[src/rtl/fetch_pkg.sv]
// Fetch unit shared definitions.
// Encodings, fixed addresses and the fetch FSM state type.
package fetch_pkg;

    localparam logic [15:0] NOP_INSTR = 16'h0800;
    localparam logic [15:0] RESET_PC  = 16'h0000;
    localparam logic [15:0] ISR_VEC   = 16'h0002;

    typedef enum logic [1:0] {
        S_RUN,
        S_WAIT,
        S_DRAIN,
        S_HALTED
    } fetch_state_t;

endpackage

[src/rtl/ifid_reg.sv]
// IF/ID pipeline latch.
// Bubble beats load; with neither asserted the latch holds.
module ifid_reg
    import fetch_pkg::*;
(
    input  logic        clk,
    input  logic        rst,
    input  logic        bubble,
    input  logic        load,
    input  logic [15:0] instr_in,
    input  logic [15:0] pc2_in,
    output logic [15:0] instr,
    output logic [15:0] pc2,
    output logic        valid
);

    // Latch update: a bubble keeps pc2 so downstream sees a stable value.
    always_ff @(posedge clk or negedge rst) begin
        if (!rst) begin
            instr <= NOP_INSTR;
            pc2   <= RESET_PC;
            valid <= 1'b0;
        end else if (bubble) begin
            instr <= NOP_INSTR;
            valid <= 1'b0;
        end else if (load) begin
            instr <= instr_in;
            pc2   <= pc2_in;
            valid <= 1'b1;
        end
    end

endmodule

[src/rtl/fetch.sv]
// Instruction fetch: PC, exception PC, memory handshake FSM.
// Feeds the IF/ID latch held in ifid_reg.
module fetch
    import fetch_pkg::*;
(
    input  logic        clk,
    input  logic        rst,
    output logic [15:0] imem_addr,
    output logic        imem_rd,
    input  logic [15:0] imem_data,
    input  logic        imem_done,
    input  logic        stall_id,
    input  logic        flush,
    input  logic [15:0] redirect_pc,
    input  logic        halt_id,
    input  logic        siic_id,
    input  logic        rti_id,
    output logic [15:0] instr_id,
    output logic [15:0] pc2_id,
    output logic        valid_id,
    output logic [15:0] epc
);

    fetch_state_t state_q, state_d;
    logic [15:0]  pc_q, pc_d;
    logic [15:0]  epc_d;
    logic [15:0]  pc_inc;
    logic         drain_halt_q, drain_halt_d;
    logic         busy;
    logic         bubble;
    logic         load;

    assign pc_inc    = pc_q + 16'd2;
    assign imem_addr = pc_q;
    assign busy      = (state_q == S_RUN) || (state_q == S_WAIT);

    // State, PC, EPC and drain-destination registers.
    always_ff @(posedge clk or negedge rst) begin
        if (!rst) begin
            state_q      <= S_RUN;
            pc_q         <= RESET_PC;
            epc          <= RESET_PC;
            drain_halt_q <= 1'b0;
        end else begin
            state_q      <= state_d;
            pc_q         <= pc_d;
            epc          <= epc_d;
            drain_halt_q <= drain_halt_d;
        end
    end

    // Next state: flush > halt > siic/rti > stall > normal fetch.
    always_comb begin
        state_d      = state_q;
        pc_d         = pc_q;
        epc_d        = epc;
        drain_halt_d = drain_halt_q;
        bubble       = 1'b0;
        load         = 1'b0;
        imem_rd      = busy;
        if (state_q == S_DRAIN) begin
            // Late completion is dropped; a new flush only moves PC.
            if (flush) begin
                pc_d = redirect_pc;
            end
            if (imem_done) begin
                state_d = drain_halt_q ? S_HALTED : S_RUN;
            end
        end else if (busy) begin
            if (flush) begin
                pc_d         = redirect_pc;
                bubble       = 1'b1;
                drain_halt_d = 1'b0;
                if ((state_q == S_WAIT) && !imem_done) begin
                    state_d = S_DRAIN;
                end else begin
                    state_d = S_RUN;
                end
            end else if (halt_id && !stall_id) begin
                bubble       = 1'b1;
                drain_halt_d = 1'b1;
                state_d      = imem_done ? S_HALTED : S_DRAIN;
            end else if ((siic_id || rti_id) && !stall_id) begin
                bubble       = 1'b1;
                drain_halt_d = 1'b0;
                if (siic_id) begin
                    epc_d = pc2_id;
                    pc_d  = ISR_VEC;
                end else begin
                    pc_d  = epc;
                end
                state_d = imem_done ? S_RUN : S_DRAIN;
            end else if (stall_id) begin
                // Any completion now is dropped; same PC is re-fetched.
                state_d = imem_done ? S_RUN : S_WAIT;
            end else if (imem_done) begin
                load    = 1'b1;
                pc_d    = pc_inc;
                state_d = S_RUN;
            end else begin
                bubble  = 1'b1;
                state_d = S_WAIT;
            end
        end
    end

    ifid_reg u_ifid (
        .clk      (clk),
        .rst      (rst),
        .bubble   (bubble),
        .load     (load),
        .instr_in (imem_data),
        .pc2_in   (pc_inc),
        .instr    (instr_id),
        .pc2      (pc2_id),
        .valid    (valid_id)
    );

endmodule

[config.mk]
export PLATFORM = sky130hd
export DESIGN_NAME = fetch
export DESIGN_NICKNAME = d
export VERILOG_FILES = /design/src/rtl/fetch_pkg.sv /design/src/rtl/ifid_reg.sv /design/src/rtl/fetch.sv
export SDC_FILE = /design/constraint.sdc
export NUM_CORES = 1
export LEC_CHECK = 0
export ABC_AREA = 1
export BUFFER_PORTS_ARGS = -buffer_cell sky130_fd_sc_hd__buf_2
export CAP_MARGIN = 25
export CORE_MARGIN = 8
export CORE_UTILIZATION = 51
export CTS_CLUSTER_DIAMETER = 50
export DETAILED_ROUTE_END_ITERATION = 7
export HOLD_SLACK_MARGIN = 0.15
export MAX_ROUTING_LAYER = met4
export PLACE_DENSITY_LB_ADDON = 0.12
export SYNTH_ARGS = -nofsm -noshare
export SYNTH_HDL_FRONTEND = slang
export SYNTH_SLANG_ARGS = --single-unit
[constraint.sdc]
create_clock -name clk -period 2.1 [get_ports clk]
set_clock_uncertainty 0.15 [all_clocks]
set_input_delay 0.21 -clock clk [delete_from_list [all_inputs] [get_ports clk]]
set_output_delay 0.21 -clock clk [all_outputs]
set_load 0.02 [all_outputs]
# ---- Word-level counts from Yosys, hierarchy flattened
# Cells that the tools add are included.
dict set report word_totals {
  input_bits 40
  regBits 68
}
dict set report op_classes {
  addsub 1
  n_eq_ne 6
  bitwise_logic 4
  muxes 41
  reduce_logical 17
}
# op count
set op_table {}
lappend op_table {{2-to-1 mux 16 bit} 11}
lappend op_table {{2-to-1 mux 1 bit} 21}
lappend op_table {{2-to-1 mux 2 bit} 9}
lappend op_table {{adder 16 x 2 -> 16 bit, second input constant} 1}
lappend op_table {{inequality test 2 bit, second input constant} 3}
lappend op_table {{AND reduction 6 bit} 1}
lappend op_table {{nonzero test 3 bit} 2}
lappend op_table {{AND reduction 5 bit} 1}
lappend op_table {{inverter 1 bit} 4}
lappend op_table {{AND reduction 2 bit} 2}
lappend op_table {{nonzero test 2 bit} 2}
lappend op_table {{logical AND 1 bit} 3}
lappend op_table {{inequality test 3 x 1 -> 1 bit, second input constant} 1}
lappend op_table {{AND reduction 3 bit} 1}
lappend op_table {{== test 2 x 1 -> 1 bit, second input constant} 1}
lappend op_table {{== test 2 bit, second input constant} 1}
lappend op_table {{zero test 1 bit} 2}
lappend op_table {{zero test 2 bit} 1}
lappend op_table {{logical OR 1 bit} 2}

# ---- Depth between registers and ports, before layout
# Gate-level depths: netlist of the first run.
dict set report logic_depth {
  depth_word 9
  depth_mapped 10
  mapped_depth_nobuf 9
}

# ---- Modules after synthesis
# A second synthesis of the first run with hierarchy kept.
dict set report hier_totals {
  cells_unflattened 474
  area_unflattened_um2 3687.3
}
# mod n_inst cells_per_inst area_each_um2 seq_area_each_um2
set modules_own_cells {}
lappend modules_own_cells {fetch 1 331 2366.0 875.8}
lappend modules_own_cells {ifid_reg 1 143 1321.3 827.0}

# ---- Worst setup path after synthesis of the first run
# OpenSTA, ideal clock, no wires.
dict set report synth_timing {
  kind {reg-to-reg}
  startpoint {register pc_q[2], in the netlist imem_addr[2]}
  endpoint {register pc_q[9], in the netlist imem_addr[9]}
  path_stages_with_launch 9
  slack_ns 0.401
  required_time_ns 1.828
  n_path_buf 0
  t_arrival_ns 1.426
  setup_ns 0.122
  path_cell_list {dfrtp_1 > ha_1 > nand2_1 > nor2_1 > nand2_1 > xor2_1 > nand2_1 > nand2_1 > a21oi_1}
}
dict set report synth_via {
  elab_chain_len 8
}
# element line_no
set synth_lines {}
lappend synth_lines {{from (decl)} fetch.sv:25} ;# logic [15:0] pc_q, pc_d;
lappend synth_lines {{from (signal assigned)} fetch.sv:46} ;# pc_q <= pc_d;
lappend synth_lines {{adder 16 x 2 -> 16 bit} fetch.sv:33} ;# assign pc_inc = pc_q + 16'd2;
lappend synth_lines {{2-to-1 mux 16 bit} fetch.sv:96} ;# end else if (imem_done) begin
lappend synth_lines {{2-to-1 mux 16 bit} fetch.sv:93} ;# end else if (stall_id) begin
lappend synth_lines {{2-to-1 mux 16 bit} fetch.sv:83} ;# end else if ((siic_id || rti_id) && !stall_id) begin
lappend synth_lines {{2-to-1 mux 16 bit} fetch.sv:79} ;# end else if (halt_id && !stall_id) begin
lappend synth_lines {{2-to-1 mux 16 bit} fetch.sv:70} ;# if (flush) begin
lappend synth_lines {{2-to-1 mux 16 bit} fetch.sv:69} ;# end else if (busy) begin
lappend synth_lines {{2-to-1 mux 16 bit} fetch.sv:61} ;# if (state_q == S_DRAIN) begin
# Every way passes these cells. The select of a mux whose other input is x is not followed.
# A chain may end at the register's enable or synchronous reset.

# ---- Worst setup path after layout of the first run
dict set report layout_timing {
  startpoint {input halt_id}
  endpoint {register drain_halt_q}
}
dict set report layout_via {
  elab_chain_len 3
}
# element line_no
set layout_lines {}
lappend layout_lines {{from (decl)} fetch.sv:15} ;# input logic halt_id,
lappend layout_lines {{logical AND 1 bit *} fetch.sv:79}
lappend layout_lines {{nonzero test 3 bit (no line) or 2-to-1 mux 1 bit (tied branches)} n/a}
lappend layout_lines {{AND reduction 3 bit (no line) or 2-to-1 mux 1 bit (tied branches)} n/a}
lappend layout_lines {{to (signal assigned)} fetch.sv:48} ;# drain_halt_q <= drain_halt_d;
lappend layout_lines {{to (decl)} fetch.sv:28} ;# logic drain_halt_q, drain_halt_d;
# Every way passes the cells marked *; elsewhere a longest branch is shown, timed or not.

==> metrics, run 1 <==
outcome=completed; Synth async-reset ratio=1.00; Post-DP HPWL=6780 um; total setup buffers inserted after CTS=0; CP max FO=3; Top FF cell, synth=dfrtp_1; CP Buf/Inv Count=4; EDFF count, synth=0; Clock power frac=0.392; largest cells by area after synthesis=dfrtp_1, nand2_1, a21oi_1, inv_1, nand3_1; DP Cell Count=slightly below 600; DR DRC count=0; Worst path top cell family by delay=buffers and inverters; register area=~1700 um2; # nets final=603; maxcap violations=0; Critical Path Sink Type=flop; Hold Violations, Final=0; CP startpoint=halt_id; Seq pwr share=0.507; WL/cell=roughly 15 um; Yosys Warn Count=0; syn nets=roughly 460; Vias=3322; Area Overhead vs Synth=34.1%; Critical R2R Launch=imem_addr[1]; IO Pins=between 100 and 150; Final period util=0.948; H-tree lvl count=3; ant diodes=0; IO Port Bufs=approximately 110; Chip Width=a little under 100 um; Slew @ Worst Pin=0.399 ns; clock tree from TritonCTS=done; final estimated routing congestion in global placement=roughly 0.92; Yosys reg bits=slightly below 70; HP Start=flush; fin util=0.688; worst path cell trace=dlygate4sd3_1 -> buf_2 -> inv_1 -> nor2_1 -> nor2_2 -> nand2_1 -> nand2_1 -> a32o_1 -> dlygate4sd3_1; post-DR vias/cell=a little over 5; setup TNS=0 ns; post-synthesis sequential area ratio=0.499; Critical Path Start Type=input port; FMAX=502 MHz; VDD IR max=around 0.42 mV; clock root buffer=clkbuf_8; PostCTS Resize Cnt=0; Pins Over Slew Limit=0; Initial Util=0.513; Final setup viols=0; unrepaired setup endpoints after global routing=no; cts bufs inserted=9; Syn Area/Cell=~8.2 um2; Routed Antenna Nets=0; slowest CP cell=dlygate4sd3_1; combinational power share=0.101; sw power=between 0.0006 and 0.0007 W; Sw Ratio=0.247; required time worst endpoint=roughly 2.2 ns; clk_lat worst skew=approximately 0.34 ns; Worst Path Arrival=2.06 ns; row cnt=30; vias in the first global route=3351; top-count cell post-synth=nand2_1; core area=approximately 6600 um2; DRT Wirelength=9610 um; Post-Syn Area=between 3000 and 4000 um2; Pint=a little under 0.002 W; DRT iter0 DRCs=about 160; final std cells w/o fill=about 650; Synth top area share=0.492; Die Span Y=97.8 um; area of the multi-input gates=around 1400 um2; power density over the cells=just under 600 nW/um2; share of cells above drive strength 1=0.267; top cells by count, synth=nand2_1, dfrtp_1, inv_1; initial antenna violation count=0; total track usage=0.214; leakage power=around 2.6 nW; distinct cell type count after synthesis=30; min cycle time layout=between 1.5 and 2 ns; global-route wire length before repair=about 16000 um; GRT Residual Overflow=0; Crit Path Category=in2reg; slowest stage delay, CP=roughly 0.55 ns; TritonCTS Sinks=68; slew margin rel.=0.733; Synth area leader=dfrtp_1; CTS clock-pin slew for the worst setup and hold paths=about 0.080 ns; 1st-pass router iterations=5; Cells after Synth=~420; clock buffer depth=2; # fillers=563; largest net degree at the start of global routing=between 60 and 70; hold crit path type=in2reg; area of the die=around 9600 um2
flip-flops by register name, indices dropped and copies added, names as in the netlist:
| register | count |
|---|---|
| drain_halt_q | 1 |
| epc | 16 |
| imem_addr | 16 |
| state_q | 2 |
| u_ifid.instr | 16 |
| u_ifid.pc2 | 16 |
| u_ifid.valid | 1 |
power groups by stage:
stage,sequential [W],combinational [W],clock [W]
2_1_floorplan,0.00139,0.0000762,0
6_report,0.00134,0.000266,0.00104
5_1_grt,0.00134,0.000294,0.00113
4_1_cts,0.00134,0.000265,0.00106
3_3_place_gp,0.00137,0.000211,0
3_5_place_dp,0.00137,0.000214,0
through the flow:
stage	total power (W)	worst slack (ns)	cell area [um2]	hold slack, ns
6_report	0.00264	0.110	4570	0.162
5_1_grt	0.00276	0.0325	4570	0.230
4_1_cts	0.00267	0.150	4570	0.152
3_5_place_dp	0.00158	0.319	4020	0.110
3_3_place_gp	0.00158	0.356	4020	0.110
2_1_floorplan	0.00146	0.401	3410	-0.236
tightest hold or removal path: stages:
cell	delay, ns
buf_2	0.10
nor2_2	0.05
nand2_1	0.07
nand3_1	0.07
o211ai_1	0.11
cell families after synthesis:
group | after synthesis | share of synthesized area
XOR/XNOR | 6 | 0.0154
multiplexers | 11 | 0.0363
AO/OA/AOI/OAI | 84 | 0.136
buffers and inverters | 63 | 0.0814
adder cells (fa/ha/maj) | 1 | 0.00367
AND/OR/NAND/NOR | 184 | 0.227
flip-flops | 68 | 0.499
placed cells by master, fill, tap and decap left out, drive strengths merged, types with 3 or more instances in the layout:
| cell | n |
|---|---|
| inv | 45 |
| a21oi | 39 |
| nand3 | 25 |
| dfrtp | 67 |
| o21ai | 27 |
| clkinvlp | 3 |
| nand4 | 5 |
| clkbuf | 9 |
| a31oi | 6 |
| mux2 | 11 |
| xor2 | 6 |
| buf | 116 |
| a21boi | 8 |
| nor2 | 27 |
| nand2 | 125 |
| dlygate4sd3 | 36 |
cell type report:
| type | count | area share |
|---|---|---|
| clock buffer | 9 | 0.0271 |
| clock inverter | 6 | 0.0145 |
| inverter | 45 | 0.0369 |
| multi-input combinational | 286 | 0.313 |
| sequential | 68 | 0.372 |
| tap | 80 | 0.0219 |
| timing repair buffer | 152 | 0.215 |
repair_timing:
| item | in CTS | in global routing |
|---|---|---|
| hold buffers | 36 | 0 |
| setup endpoints to repair | 0 | 0 |
| endpoints found under the hold margin | 103 | 0 |
per-layer routing:
metal  vias up  track usage  share of wire
met3        10       0.0469          0.067
met5         -            -              0
met2       122        0.343           0.49
met1      1552        0.264           0.44
li1       1638            -              -
met4         0       0.0635         0.0084
final timing paths:
check | slack (ns) | depth (start not counted) | end
max | 0.11 | 9 | drain_halt_q
min | 0.16 | 5 | state_q[1]
max reg2reg | 0.31 | 8 | imem_addr[9]
min reg2reg | 0.32 | 2 | u_ifid.instr[8]
max in group asynchronous | 1.20 | 3 | u_ifid.instr[11]
min in group asynchronous | 0.28 | 3 | u_ifid.instr[1]
(Power assumes the default switching activity.)
==> inputs of run 2 (changes only) <==
--- a/config.mk
+++ b/config.mk
@@ -13,7 +13,6 @@
 export CTS_CLUSTER_DIAMETER = 50
 export DETAILED_ROUTE_END_ITERATION = 7
 export HOLD_SLACK_MARGIN = 0.15
-export MAX_ROUTING_LAYER = met4
 export PLACE_DENSITY_LB_ADDON = 0.12
 export SYNTH_ARGS = -nofsm -noshare
 export SYNTH_HDL_FRONTEND = slang
==> run 2 against run 1 <==
Effect of this change:
- final area stayed put
- final cell count stayed put
- total power is 0.13% higher
- clock power hardly changed
- combinational power hardly changed
- die area stayed put
- sequential cell count stayed put
- via count is 0.87% lower
- clock-buffer cell count stayed put
- first-iteration DRC count is 11% lower
- maximum frequency is 0.33% higher
==> metrics, run 2 (synthesized netlist as in run 1, its figures left out) <==
Clock power frac=0.393; r2r worst-path depth=7; leakage power=between 2 and 3 nW; CP max FO=3; required time worst endpoint=approximately 2.2 ns; GRT Residual Overflow=0; power density over the cells=579 nW/um2; Seq pwr share=0.507; total setup buffers inserted after CTS=0; Area Overhead vs Synth=34.1%; post-DR vias/cell=slightly above 5; row cnt=30; WHS Path Cells=5; WL/cell=14.9 um; IO Port Bufs=105; CTS clock-pin slew for the worst setup and hold paths=0.08 ns; Critical Path Sink Type=flop; Reg2Reg Setup Slack=0.31 ns; # fillers=563; met1 GRT Util=0.259; area of the die=roughly 9600 um2; HP Start=flush; ant diodes=0; Chip Width=between 90 and 100 um; GRT busiest layer=met2; vias in the first global route=between 3k and 4k; Crit Path Category=in2reg; fin worst setup slack=around 0.12 ns; Pint=0.00199 W; Die Span Y=a little under 100 um; clock tree from TritonCTS=done; hold crit path type=in2reg; outcome=completed; DP Cell Count=about 600; Finished Cell Area=approximately 4600 um2; Slew @ Worst Pin=around 0.40 ns; Critical R2R Launch=state_q[1]; Reg-to-Reg End=u_ifid.valid; VDD IR max=0.423 mV; 1st-pass router iterations=4; Pins Over Slew Limit=0; combinational power share=0.100; share of cells above drive strength 1=0.267; Critical Path Start Type=input port; commonest non-fill, non-tap cell in the layout=nand2_1; PostCTS Resize Cnt=0; min cycle time layout=1.98 ns; Hold Violations, Final=0; global-route wire length before repair=~16000 um; unrepaired setup endpoints after global routing=no; clock root buffer=clkbuf_8; pre-CTS setup slack=around 0.32 ns; Post-Place Cell Area=4020 um2; Post-DP HPWL=~6800 um; H-tree lvl count=3; IO Pins=106; DRT iter0 DRCs=around 140; hold_buf cts=36; CP startpoint=halt_id; FMAX=about 500 MHz; sw power=around 0.00066 W; routing usage on met3=0.0555; Vias=around 3.3k; most frequent cells in the layout=nand2_1, buf_2, dfrtp_1; Sw Ratio=0.248; core area=between 6000 and 7000 um2; Pwr Total=0.00265 W; final estimated routing congestion in global placement=0.900; # nets final=about 600; setup TNS=0 ns; Initial Util=0.513; total track usage=0.208; maxcap violations=0; final std cells w/o fill=646; GRT met2 Usage=0.343; cts bufs inserted=9; clk_lat worst skew=between 0.3 and 0.4 ns; TritonCTS Sinks=around 70; DR DRC count=0; DRT Wirelength=between 9000 and 10000 um; initial antenna violation count=0; largest net degree at the start of global routing=69; clock buffer depth=2; worst setup path endpoint=drain_halt_q; slew margin rel.=0.734; Routed Antenna Nets=0; Final setup viols=0; Worst Path Arrival=2.05 ns; Final period util=0.945
-- run 2: cell counts in the layout (fill, tap and decap cells not counted) --
No cell type changed its count.
-- run 2: worst min-delay path by stage --
stage | endpoint
finish | state_q[1]
global route | state_q[1]
CTS | state_q[1]
detailed placement | u_ifid.instr[1]
global placement | u_ifid.instr[1]
floorplan | drain_halt_q
-- run 2: routing by layer --
metal	up-vias	share of wire
li1	1636	-
met1	1547	0.44
met2	103	0.49
met3	7	0.063
met4	0	0.0079
met5	-	0
-- run 2: per-stage QoR --
step | hold WS [ns] | util
floorplan | -0.236 | -
finish | 0.164 | 0.688
detailed placement | 0.110 | 0.605
CTS | 0.152 | 0.688
global route | 0.230 | 0.688
global placement | 0.110 | 0.605
-- run 2: area by class of cell --
cell class,instances,area (um2),area share
Inverter,45,169,0.0369
Clock buffer,9,124,0.0271
Clock inverter,6,66.3,0.0145
Timing Repair Buffer,152,981,0.215
Sequential cell,68,1700,0.372
Multi-Input combinational cell,286,1430,0.313
Tap cell,80,100,0.0219
-- run 2: worst max-delay path, cell delays in order --
cell and delay [ns]:
dlygate4sd3_1 0.52, buf_2 0.11, inv_1 0.05, nor2_1 0.20
nor2_2 0.08, nand2_1 0.08, nand2_1 0.07, a32o_1 0.20
dlygate4sd3_1 0.55
-- run 2: power by group through the flow --
stage | logic [W] | clock network (W) | registers (W)
after floorplan | 0.0000762 | 0 | 0.00139
after global placement | 0.000211 | 0 | 0.00137
after detailed placement | 0.000214 | 0 | 0.00137
after CTS | 0.000265 | 0.00106 | 0.00134
after global routing | 0.000294 | 0.00113 | 0.00134
final | 0.000265 | 0.00104 | 0.00134
